--- src/rtl/wave_sel_sync.sv ---
// wave_sel_sync: N-channel DAC waveform selector with click-free switching.
// The active-low one-hot select is synchronised and validated. A channel change
// waits for the old waveform's midscale crossing, optionally mutes to midscale,
// and commits on the new waveform's crossing. TMO bounds every wait state.
// Optional feature macro: WAVE_SEL_MUTE_EN. When defined, the output is held at
// midscale between the two crossings. When undefined, the switch commits
// directly on the old channel's crossing and the output is never forced.
module wave_sel_sync #(
  parameter int DW  = 14,
  parameter int NCH = 4,
  parameter int TMO = 1024,
  localparam int CW = (NCH > 1) ? $clog2(NCH) : 1
) (
  input  logic              clk,
  input  logic              rst,
  input  logic [NCH-1:0]    sel_n,
  input  logic [NCH*DW-1:0] da_in,
  output logic [DW-1:0]     da_out,
  output logic [CW-1:0]     cur_ch,
  output logic              busy,
  output logic              sel_err
);

  localparam int TW = (TMO > 1) ? $clog2(TMO) : 1;
  localparam logic [TW-1:0] TMAX = TW'(TMO - 1);
`ifdef WAVE_SEL_MUTE_EN
  localparam logic [DW-1:0] MID = {1'b1, {(DW-1){1'b0}}};
`endif

  typedef enum logic [1:0] {
    S_IDLE     = 2'd0,
    S_WAIT_OLD = 2'd1,
    S_MUTE     = 2'd2
  } state_t;

  state_t          state_q;
  logic [NCH-1:0]  sync1_q;
  logic [NCH-1:0]  sel_q;
  logic [NCH-1:0]  msb_d_q;
  logic [CW-1:0]   cur_ch_q;
  logic [CW-1:0]   pend_ch_q;
  logic [TW-1:0]   timer_q;
  logic [DW-1:0]   da_out_q;
  logic            busy_q;
  logic            sel_err_q;

  logic [DW-1:0]   ch_s [NCH];
  logic [NCH-1:0]  msb_now;
  logic [NCH-1:0]  xc;
  logic [CW-1:0]   req;
  logic            valid;
  logic            tmo_hit;
  logic [TW-1:0]   timer_inc;

  // Unpack the channel bus and pick off each channel's MSB for crossing detection.
  always_comb begin
    for (int k = 0; k < NCH; k++) begin
      ch_s[k]    = da_in[k*DW +: DW];
      msb_now[k] = da_in[k*DW + DW - 1];
    end
  end

  // A crossing is any MSB change since last cycle, in either direction.
  assign xc = msb_now ^ msb_d_q;

  // Decode the synchronised select: valid only when exactly one bit is low.
  always_comb begin
    int zeros;
    zeros = 0;
    req   = '0;
    for (int k = 0; k < NCH; k++) begin
      if (!sel_q[k]) begin
        zeros = zeros + 1;
        req   = CW'(k);
      end
    end
    valid = (zeros == 1);
  end

  assign tmo_hit   = (timer_q == TMAX);
  assign timer_inc = tmo_hit ? timer_q : timer_q + 1'b1;

  // Two-flop select synchroniser and per-channel MSB history.
  // NOTE: every flop in the block, including pipeline/history flops, is async-reset
  // so a reset mid-switch leaves no stale state behind.
  always_ff @(posedge clk or posedge rst) begin
    if (rst) begin
      sync1_q <= '1;
      sel_q   <= '1;
      msb_d_q <= '0;
    end else begin
      // NOTE: non-blocking assignments keep the two synchroniser stages distinct;
      // a blocking write here would collapse them into a single flop.
      sync1_q <= sel_n;
      sel_q   <= sync1_q;
      msb_d_q <= msb_now;
    end
  end

  // Switch FSM with registered outputs: da_out, cur_ch, busy and sel_err all
  // update together with the state so they never disagree for a cycle.
  always_ff @(posedge clk or posedge rst) begin
    if (rst) begin
      state_q   <= S_IDLE;
      cur_ch_q  <= '0;
      pend_ch_q <= '0;
      timer_q   <= '0;
      da_out_q  <= '0;
      busy_q    <= 1'b0;
      sel_err_q <= 1'b0;
    end else begin
      sel_err_q <= !valid;
      case (state_q)
        S_IDLE: begin
          da_out_q <= ch_s[cur_ch_q];
          if (valid && req != cur_ch_q) begin
            state_q   <= S_WAIT_OLD;
            busy_q    <= 1'b1;
            pend_ch_q <= req;
            timer_q   <= '0;
          end
        end

        S_WAIT_OLD: begin
          if (valid && req == cur_ch_q) begin
            // Request returned to the live channel before anything moved: abort.
            state_q  <= S_IDLE;
            busy_q   <= 1'b0;
            timer_q  <= '0;
            da_out_q <= ch_s[cur_ch_q];
          end else if (xc[cur_ch_q] || tmo_hit) begin
`ifdef WAVE_SEL_MUTE_EN
            state_q  <= S_MUTE;
            timer_q  <= '0;
            da_out_q <= MID;
            if (valid) pend_ch_q <= req;
`else
            // Crossing beats a same-cycle retarget: commit the old pending channel.
            state_q  <= S_IDLE;
            busy_q   <= 1'b0;
            timer_q  <= '0;
            cur_ch_q <= pend_ch_q;
            da_out_q <= ch_s[pend_ch_q];
`endif
          end else begin
            if (valid) pend_ch_q <= req;
            timer_q  <= timer_inc;
            da_out_q <= ch_s[cur_ch_q];
          end
        end

`ifdef WAVE_SEL_MUTE_EN
        S_MUTE: begin
          if (xc[pend_ch_q] || tmo_hit) begin
            // Crossing beats a same-cycle retarget: commit the old pending channel.
            state_q  <= S_IDLE;
            busy_q   <= 1'b0;
            timer_q  <= '0;
            cur_ch_q <= pend_ch_q;
            da_out_q <= ch_s[pend_ch_q];
          end else begin
            if (valid) pend_ch_q <= req;
            timer_q  <= timer_inc;
            da_out_q <= MID;
          end
        end
`endif

        default: begin
          state_q  <= S_IDLE;
          busy_q   <= 1'b0;
          timer_q  <= '0;
          da_out_q <= ch_s[cur_ch_q];
        end
      endcase
    end
  end

  assign da_out  = da_out_q;
  assign cur_ch  = cur_ch_q;
  assign busy    = busy_q;
  assign sel_err = sel_err_q;

endmodule

--- config.mk ---
export PLATFORM = sky130hd
export DESIGN_NAME = wave_sel_sync
export DESIGN_NICKNAME = d
export VERILOG_FILES = /design/src/rtl/wave_sel_sync.sv
export SDC_FILE = /design/constraint.sdc
export NUM_CORES = 1
export LEC_CHECK = 0
export BUFFER_PORTS_ARGS = -buffer_cell sky130_fd_sc_hd__buf_4
export CAP_MARGIN = 15
export CORE_MARGIN = 5
export CORE_UTILIZATION = 52
export DETAILED_ROUTE_END_ITERATION = 8
export PLACE_DENSITY = 0.84
export REMOVE_ABC_BUFFERS = 1
export SLEW_MARGIN = 25
export SYNTH_ARGS = -nofsm -noshare
export SYNTH_HDL_FRONTEND = slang
export SYNTH_SLANG_ARGS = --single-unit
--- constraint.sdc ---
create_clock -name clk -period 3.6 [get_ports clk]
set_clock_uncertainty 0.1 [all_clocks]
set_input_delay 0.54 -clock clk [delete_from_list [all_inputs] [get_ports clk]]
set_output_delay 0.54 -clock clk [all_outputs]
set_load 0.02 [all_outputs]
==> results of run 1 <==
==> cells by family after synthesis <==
group,share of synthesized area (%)
compound gates,10.52
xor+xnor,1.928
fa+ha+maj,1.837
buf+inv,4.408
flops,38.93
mux,33.01
simple gates,9.366
==> through the flow <==
stage	utilization, %	instance area [um^2]	cells	power (mW)
2_1_floorplan	-	2643	186	1.640
3_3_place_gp	65.51	3346	338	2.007
3_5_place_dp	65.51	3346	338	2.036
4_1_cts	67.64	3455	346	2.414
5_1_grt	67.64	3455	346	2.534
6_report	67.64	3455	346	2.388
==> state kept, by name (all words and copies together) (netlist names) <==
name	cells
sync1_q	4
timer_q	10
sel_q	4
busy	1
cur_ch	2
msb_d_q	4
sel_err	1
da_out	14
pend_ch_q	2
==> where the power goes <==
group          internal [mW]  switching (mW)  total [mW]
Sequential             0.601           0.177       0.778
Clock                  0.204           0.165       0.369
Combinational          0.718           0.522        1.24
Total                   1.52           0.865        2.39
==> metal layers <==
metal / vias to the layer above / part of all wire [%] / wire, um / GRT usage, %
met5: - / 0 / 0 / 0
met2: 71 / 55 / 3345 / 31.89
met4: 0 / 1.6 / 98 / 7.143
li1: 936 / - / - / -
met3: 9 / 6.1 / 368 / 4.121
met1: 995 / 37 / 2250 / 22.53
==> cells in the mapped netlist (all sizes together), types with 2 or more instances <==
cell    count  share of area [%]
a211oi      6                2.1
a21oi       6                1.1
a31oi       2               0.46
a41oi       2               0.64
and2        2               0.46
and2b       2               0.55
and3        2               0.46
and4        2               0.64
buf         5                1.9
clkbuf      8                1.1
dfrtp      34                 31
dfstp       8                7.7
ha          4                1.8
inv        10                1.4
mux2       17                8.4
mux4       29                 24
nand2       6               0.83
nand3b      2               0.55
nand4       3               0.69
nand4b      2               0.64
nor2        7                1.1
nor2b       2               0.46
nor3        2               0.37
nor4bb      2               0.73
o211ai      3               0.83
o21ai       4               0.73
or2b        2               0.55
or3         3               0.69
xnor2       5                1.6
==> placed cells by master (no fill, tap or decap), drive strengths merged, types with 6 or more instances in the layout <==
cell,netlist,routed
nand2,6,6
buf,5,82
nor2,7,7
mux4,29,29
a21oi,6,6
dfrtp,34,34
inv,10,10
dfstp,8,8
mux2,17,17
a211oi,6,6
==> worst paths after layout <==
kind / slack [ns] / from / depth (start not counted) / endpoint
min in group asynchronous: 0.26 / rst / 3 / da_out[5]
max in group asynchronous: 2.75 / rst / 3 / sel_q[1]
setup reg to reg: 0.39 / sel_q[1] / 11 / da_out[10]
hold / removal: 0.24 / sel_n[0] / 1 / sync1_q[0]
setup / recovery: 0.39 / sel_q[1] / 11 / da_out[10]
hold reg to reg: 0.26 / sync1_q[1] / 0 / sel_q[1]
==> final cells by class <==
cell class,instances,area (um^2)
multi-input combinational,134,1544
inverter,10,37.54
clock inverter,3,40.04
tap,70,87.58
sequential,42,1061
clock buffer,5,68.82
timing repair buffer,82,615.6
fill,380,1653
==> flow_summary.toml, run 1 <==
[floorplanning]
initial_utilization_pct = 53.36
area_of_the_die_mm2 = 0.006788
ioPinCount = 80
die_width_um = 82.39
placement_rows = 26
die_height_um = 82.39
placeableCoreArea_mm2 = 0.005107

[power]
cellLeakagePower_nw = 1.513
vdd_ir_drop_max_mv = 0.3626
pwr_per_cell_area_mw_per_mm2 = 691.3

[clock_tree]
tritoncts = "yes"
clkLatencyLatePin_ns = 0.30
cts.reportedPaths.clkPinSlew_ns = 0.08
cts_post_setup_buffers_inserted = 0
cts_hold_repair.buffers = 0
clock-sinks = 42
htree_num_levels = 2
cts_buffer_depth = 2
cts_buffer_count = 5
cts-resized-gates = 0
clk_root_buffer_cell = "sky130_fd_sc_hd__clkbuf_8"

[critical_path]
slowest_delay_ns = 0.56
cp_cell_sequence = "inv_1 > ha_1 > xor2_1 > inv_1 > ha_1 > nor2_1 > a221oi_2 > nor2_2 > a211oi_4 > buf_4 > mux2_2"
cp_required_ns = 3.69
worstSetupPathType = "register to register"
crit_path_capture_type = "register"
timing.critical_path.from_type = "register"
path_buf_inv = 3
path_max_fanout = 16
slowest_stage = "sky130_fd_sc_hd__dfstp_2"
path_delay_family = "compound AO/OA/AOI/OAI gates"
critPathArrivalTime_ns = 3.30

[logic_synthesis]
syn_avg_cell_area_um2 = 13.69
syn_std_cell_area_mm2 = 0.002725
synth.yosys.seq_area_share_pct = 38.93
synth_enable_flop_cells = 0
syn_inst = 199
register_bit_total_from_synthesis = 42
dominantRegCellSynth = "sky130_fd_sc_hd__dfrtp_1"
synth-warning-count = 0
async_flop_share_pct = 100.0
unique_cell_type_count_in_the_yosys_netlist = 52

[routing]
via_count = 2011
postRouteWirelength_um = 6062
drt-pass1-iter-count = 4
post-route-drc-count = 0
drt-vias-per-instance = 5.812
detailedRoute.firstIterationViolations = 94
detail_route.wl_per_cell_um = 17.52
ant_nets = 0

[timing]
final.hold.worst_slack_ns = 0.2434
timing.final.crit_share_pct = 89.14
finalSetupTns_ns = 0
timing.final.ws_setup_ns = 0.3909
timing.final.hold_violations = 0
period_needed_ns = 3.209
transition_time_at_the_pin_with_the_least_slew_margin_ns = 0.9056
maxSlewViolCount = 0
rsz0062_at_grt = "false"
clock.fmax_mhz = 311.6
max-slew-margin-rel_pct = 39.63
report.final.setup_viol = 0

[global_route]
grt_antenna_before_repair = 0
grt_max_degree = 43
grt_pass1_vias = 1984
grt_pass1_wl_um = 9315
grt.total_usage_pct = 18.50
overall_overflow_remaining_after_global_route = 0

[place]
port-buffer-count = 79
placement.setup.worst_slack_ns = 0.3868
place.detailed.hpwl_um = 4582
gp_routability_congestion = 0.8058

[job]
max_cap_violations = 0

[outcome]
run_status = "finished, final reports clean"

[finish]
area_growth_syn_to_layout_pct = 26.77
final_net_count = 341
post_route_cells_drive_above_1_share_pct = 53.62
num_antenna_cells = 0

[worst_hold_path]
hp-class = "input pin to register"
Power figures use the tool's default switching activity.
==> inputs of run 2 (changes only) <==
ABC_AREA = 1   (was not set)
CORE_UTILIZATION = 53   (was 52)
==> flow_summary.toml, run 2 <==
[finish]
area_growth_syn_to_layout_pct = 24.56
layout.cells.most_common_list = "sky130_fd_sc_hd__buf_4 (85), sky130_fd_sc_hd__nand2_1 (83), sky130_fd_sc_hd__inv_1 (73)"
post_route_cells_drive_above_1_share_pct = 21.61
nFillCells = 494
layout_commonest_cell = "sky130_fd_sc_hd__buf_4"
largest_register_ffs = 14
num_antenna_cells = 0
end_of_flow_core_utilization_pct = 67.72
final_net_count = 588

[logic_synthesis]
synth-warning-count = 0
synth-adder-area-share_pct = 1.682
synth_compound_area_share_pct = 20.40
yosys.cell_count.top_type = "sky130_fd_sc_hd__nand2_1"
area_fraction_in_and_or_nand_and_nor_cells_after_synthesis_pct = 26.07
dominant_combinational_cell_family_by_area_after_synthesis = "simple AND/OR/NAND/NOR gates"
unique_cell_type_count_in_the_yosys_netlist = 26
register_bit_total_from_synthesis = 42
synth.top_cell.area_share_pct = 28.60
syn_inst = 456
synth_enable_flop_cells = 0
synth.area.top_cells = "sky130_fd_sc_hd__dfrtp_1 (29%), sky130_fd_sc_hd__o21ai_0 (11%), sky130_fd_sc_hd__nand2_1 (10%)"
synth.area.mux_share_pct = 0
syn_avg_cell_area_um2 = 6.525
dominantRegCellSynth = "sky130_fd_sc_hd__dfrtp_1"
syn_std_cell_area_mm2 = 0.002975
synth_xor_xnor_area_share_pct = 2.061
async_flop_share_pct = 100.0
synth.yosys.seq_area_share_pct = 35.66
post_synth_most_frequent_cells = "sky130_fd_sc_hd__nand2_1 (83), sky130_fd_sc_hd__inv_1 (74), sky130_fd_sc_hd__o21ai_0 (64)"
synth_top_cell_by_area = "sky130_fd_sc_hd__dfrtp_1"

[outcome]
run_status = "finished, final reports clean"

[routing]
postRouteWirelength_um = 7645
ant_nets = 0
post-route-drc-count = 0
drt-pass1-iter-count = 5
detail_route.wl_per_cell_um = 12.85
detailedRoute.firstIterationViolations = 256
drt-vias-per-instance = 5.313
via_count = 3161

[critical_path]
worstSetupPathDepth = 15
slowest_delay_ns = 0.54
timing.critical_path.from_type = "register"
critPathCapture = "da_out[11]"
crit_path_capture_type = "register"
timing.critical_path.from = "sel_q[1]"
r2r_slack_ns = 1.03
cp_cell_sequence = "inv_1 > ha_1 > inv_1 > nand2_1 > nand2_1 > inv_1 > ha_1 > nor2_1 > nand2_1 > o21ai_1 > nand3_2 > nand3_4 > nand2_1 > nand2_1 > inv_1"
path_max_fanout = 19
path_delay_family = "simple AND/OR/NAND/NOR gates"
path_buf_inv = 4
critPathArrivalTime_ns = 2.66
critPathMostFrequentCell = "sky130_fd_sc_hd__nand2_1"
slowest_stage = "sky130_fd_sc_hd__dfstp_2"
r2r-start = "sel_q[1]"
regToRegEndpoint = "da_out[11]"
worstSetupPathType = "register to register"
cp_required_ns = 3.69
r2r_cells = 15

[floorplanning]
ioPinCount = 80
area_of_the_die_mm2 = 0.007212
die_width_um = 84.93
placement_rows = 27
die_height_um = 84.93
initial_utilization_pct = 54.37
placeableCoreArea_mm2 = 0.005473

[worst_hold_path]
hp-class = "input pin to register"

[timing]
timing.final.ws_setup_ns = 1.031
rsz0062_at_grt = "false"
report.final.setup_viol = 0
transition_time_at_the_pin_with_the_least_slew_margin_ns = 0.8831
clock.fmax_mhz = 389.3
period_needed_ns = 2.569
max-slew-margin-rel_pct = 41.13
final.hold.worst_slack_ns = 0.2470
timing.final.crit_share_pct = 71.35
maxSlewViolCount = 0
timing.final.hold_violations = 0
finalSetupTns_ns = 0

[clock_tree]
tritoncts = "yes"
cts-resized-gates = 0
cts_buffer_count = 5
clock-sinks = 42
cts_hold_repair.buffers = 0
cts_post_setup_buffers_inserted = 0
cts.reportedPaths.clkPinSlew_ns = 0.08
cts_buffer_depth = 2
clkLatencyLatePin_ns = 0.29
htree_num_levels = 2
clk_root_buffer_cell = "sky130_fd_sc_hd__clkbuf_8"

[power]
cellLeakagePower_nw = 1.936
netSwitchingPower_mw = 1.199
finalPower_mw = 2.540
seq_power_share_pct = 29.4
vdd_ir_drop_max_mv = 0.3458
swShare_pct = 47.20
power.share.clock_pct = 15.2
power_frac_comb_pct = 55.3
cell_internal_power_mw = 1.341
pwr_per_cell_area_mw_per_mm2 = 685.3

[global_route]
grt.total_usage_pct = 21.95
grt_max_degree = 43
grt_pass1_wl_um = 13190
overall_overflow_remaining_after_global_route = 0
grt_pass1_vias = 3074
grt_antenna_before_repair = 0

[place]
place.detailed.hpwl_um = 5398
port-buffer-count = 79
placement.setup.worst_slack_ns = 1.043
gp_routability_congestion = 0.8447

[job]
max_cap_violations = 0
[run 2: cells by family (layout without fill, tap and decap cells)]
logic type,Yosys count,count (layout)
AO/OA/AOI/OAI,120,120
XOR/XNOR,7,7
AND/OR/NAND/NOR,176,176
flip-flops,42,42
adder cells (fa/ha/maj),4,4
buffers and inverters,107,174
[run 2: worst min path at each step]
| stage | startpoint | to | slack [ns] | cells after the start |
|---|---|---|---|---|
| 2_1_floorplan | sync1_q[0] | sel_q[0] | 0.25 | 0 |
| 3_3_place_gp | sync1_q[1] | sel_q[1] | 0.25 | 0 |
| 3_5_place_dp | sync1_q[3] | sel_q[3] | 0.25 | 0 |
| 4_1_cts | sel_n[3] | sync1_q[3] | 0.24 | 1 |
| 5_1_grt | sel_n[3] | sync1_q[3] | 0.23 | 1 |
| 6_report | sel_n[3] | sync1_q[3] | 0.25 | 1 |
[run 2: layout make-up]
class	count	area (um^2)	area share [%]
sequential	42	1061	28.63
timing repair buffer	85	638.1	17.22
tap	72	90.09	2.431
clock inverter	1	30.03	0.8103
clock buffer	7	86.33	2.330
multi-input combinational	307	1494	40.31
inverter	81	306.5	8.271
[run 2: routing by layer]
metal	track usage, %	up-vias	part of all wire, %
li1	-	1595	-
met1	25.99	1430	41
met2	38.36	123	49
met3	6.699	13	8.2
met4	6.331	0	1.5
met5	0	-	0
[run 2: power groups by stage]
stage / clock network [mW] / logic (mW) / registers [mW]
4_1_cts: 0.391 / 1.41 / 0.749
6_report: 0.386 / 1.41 / 0.748
2_1_floorplan: 0 / 0.717 / 0.927
5_1_grt: 0.410 / 1.61 / 0.776
3_5_place_dp: 0 / 1.40 / 0.757
3_3_place_gp: 0 / 1.36 / 0.753
[run 2: through the flow]
step                      area, um^2  instances
after CTS                       3706        595
after detailed placement        3590        587
after floorplan                 2861        430
after global placement          3590        587
final                           3706        595
after global routing            3706        595
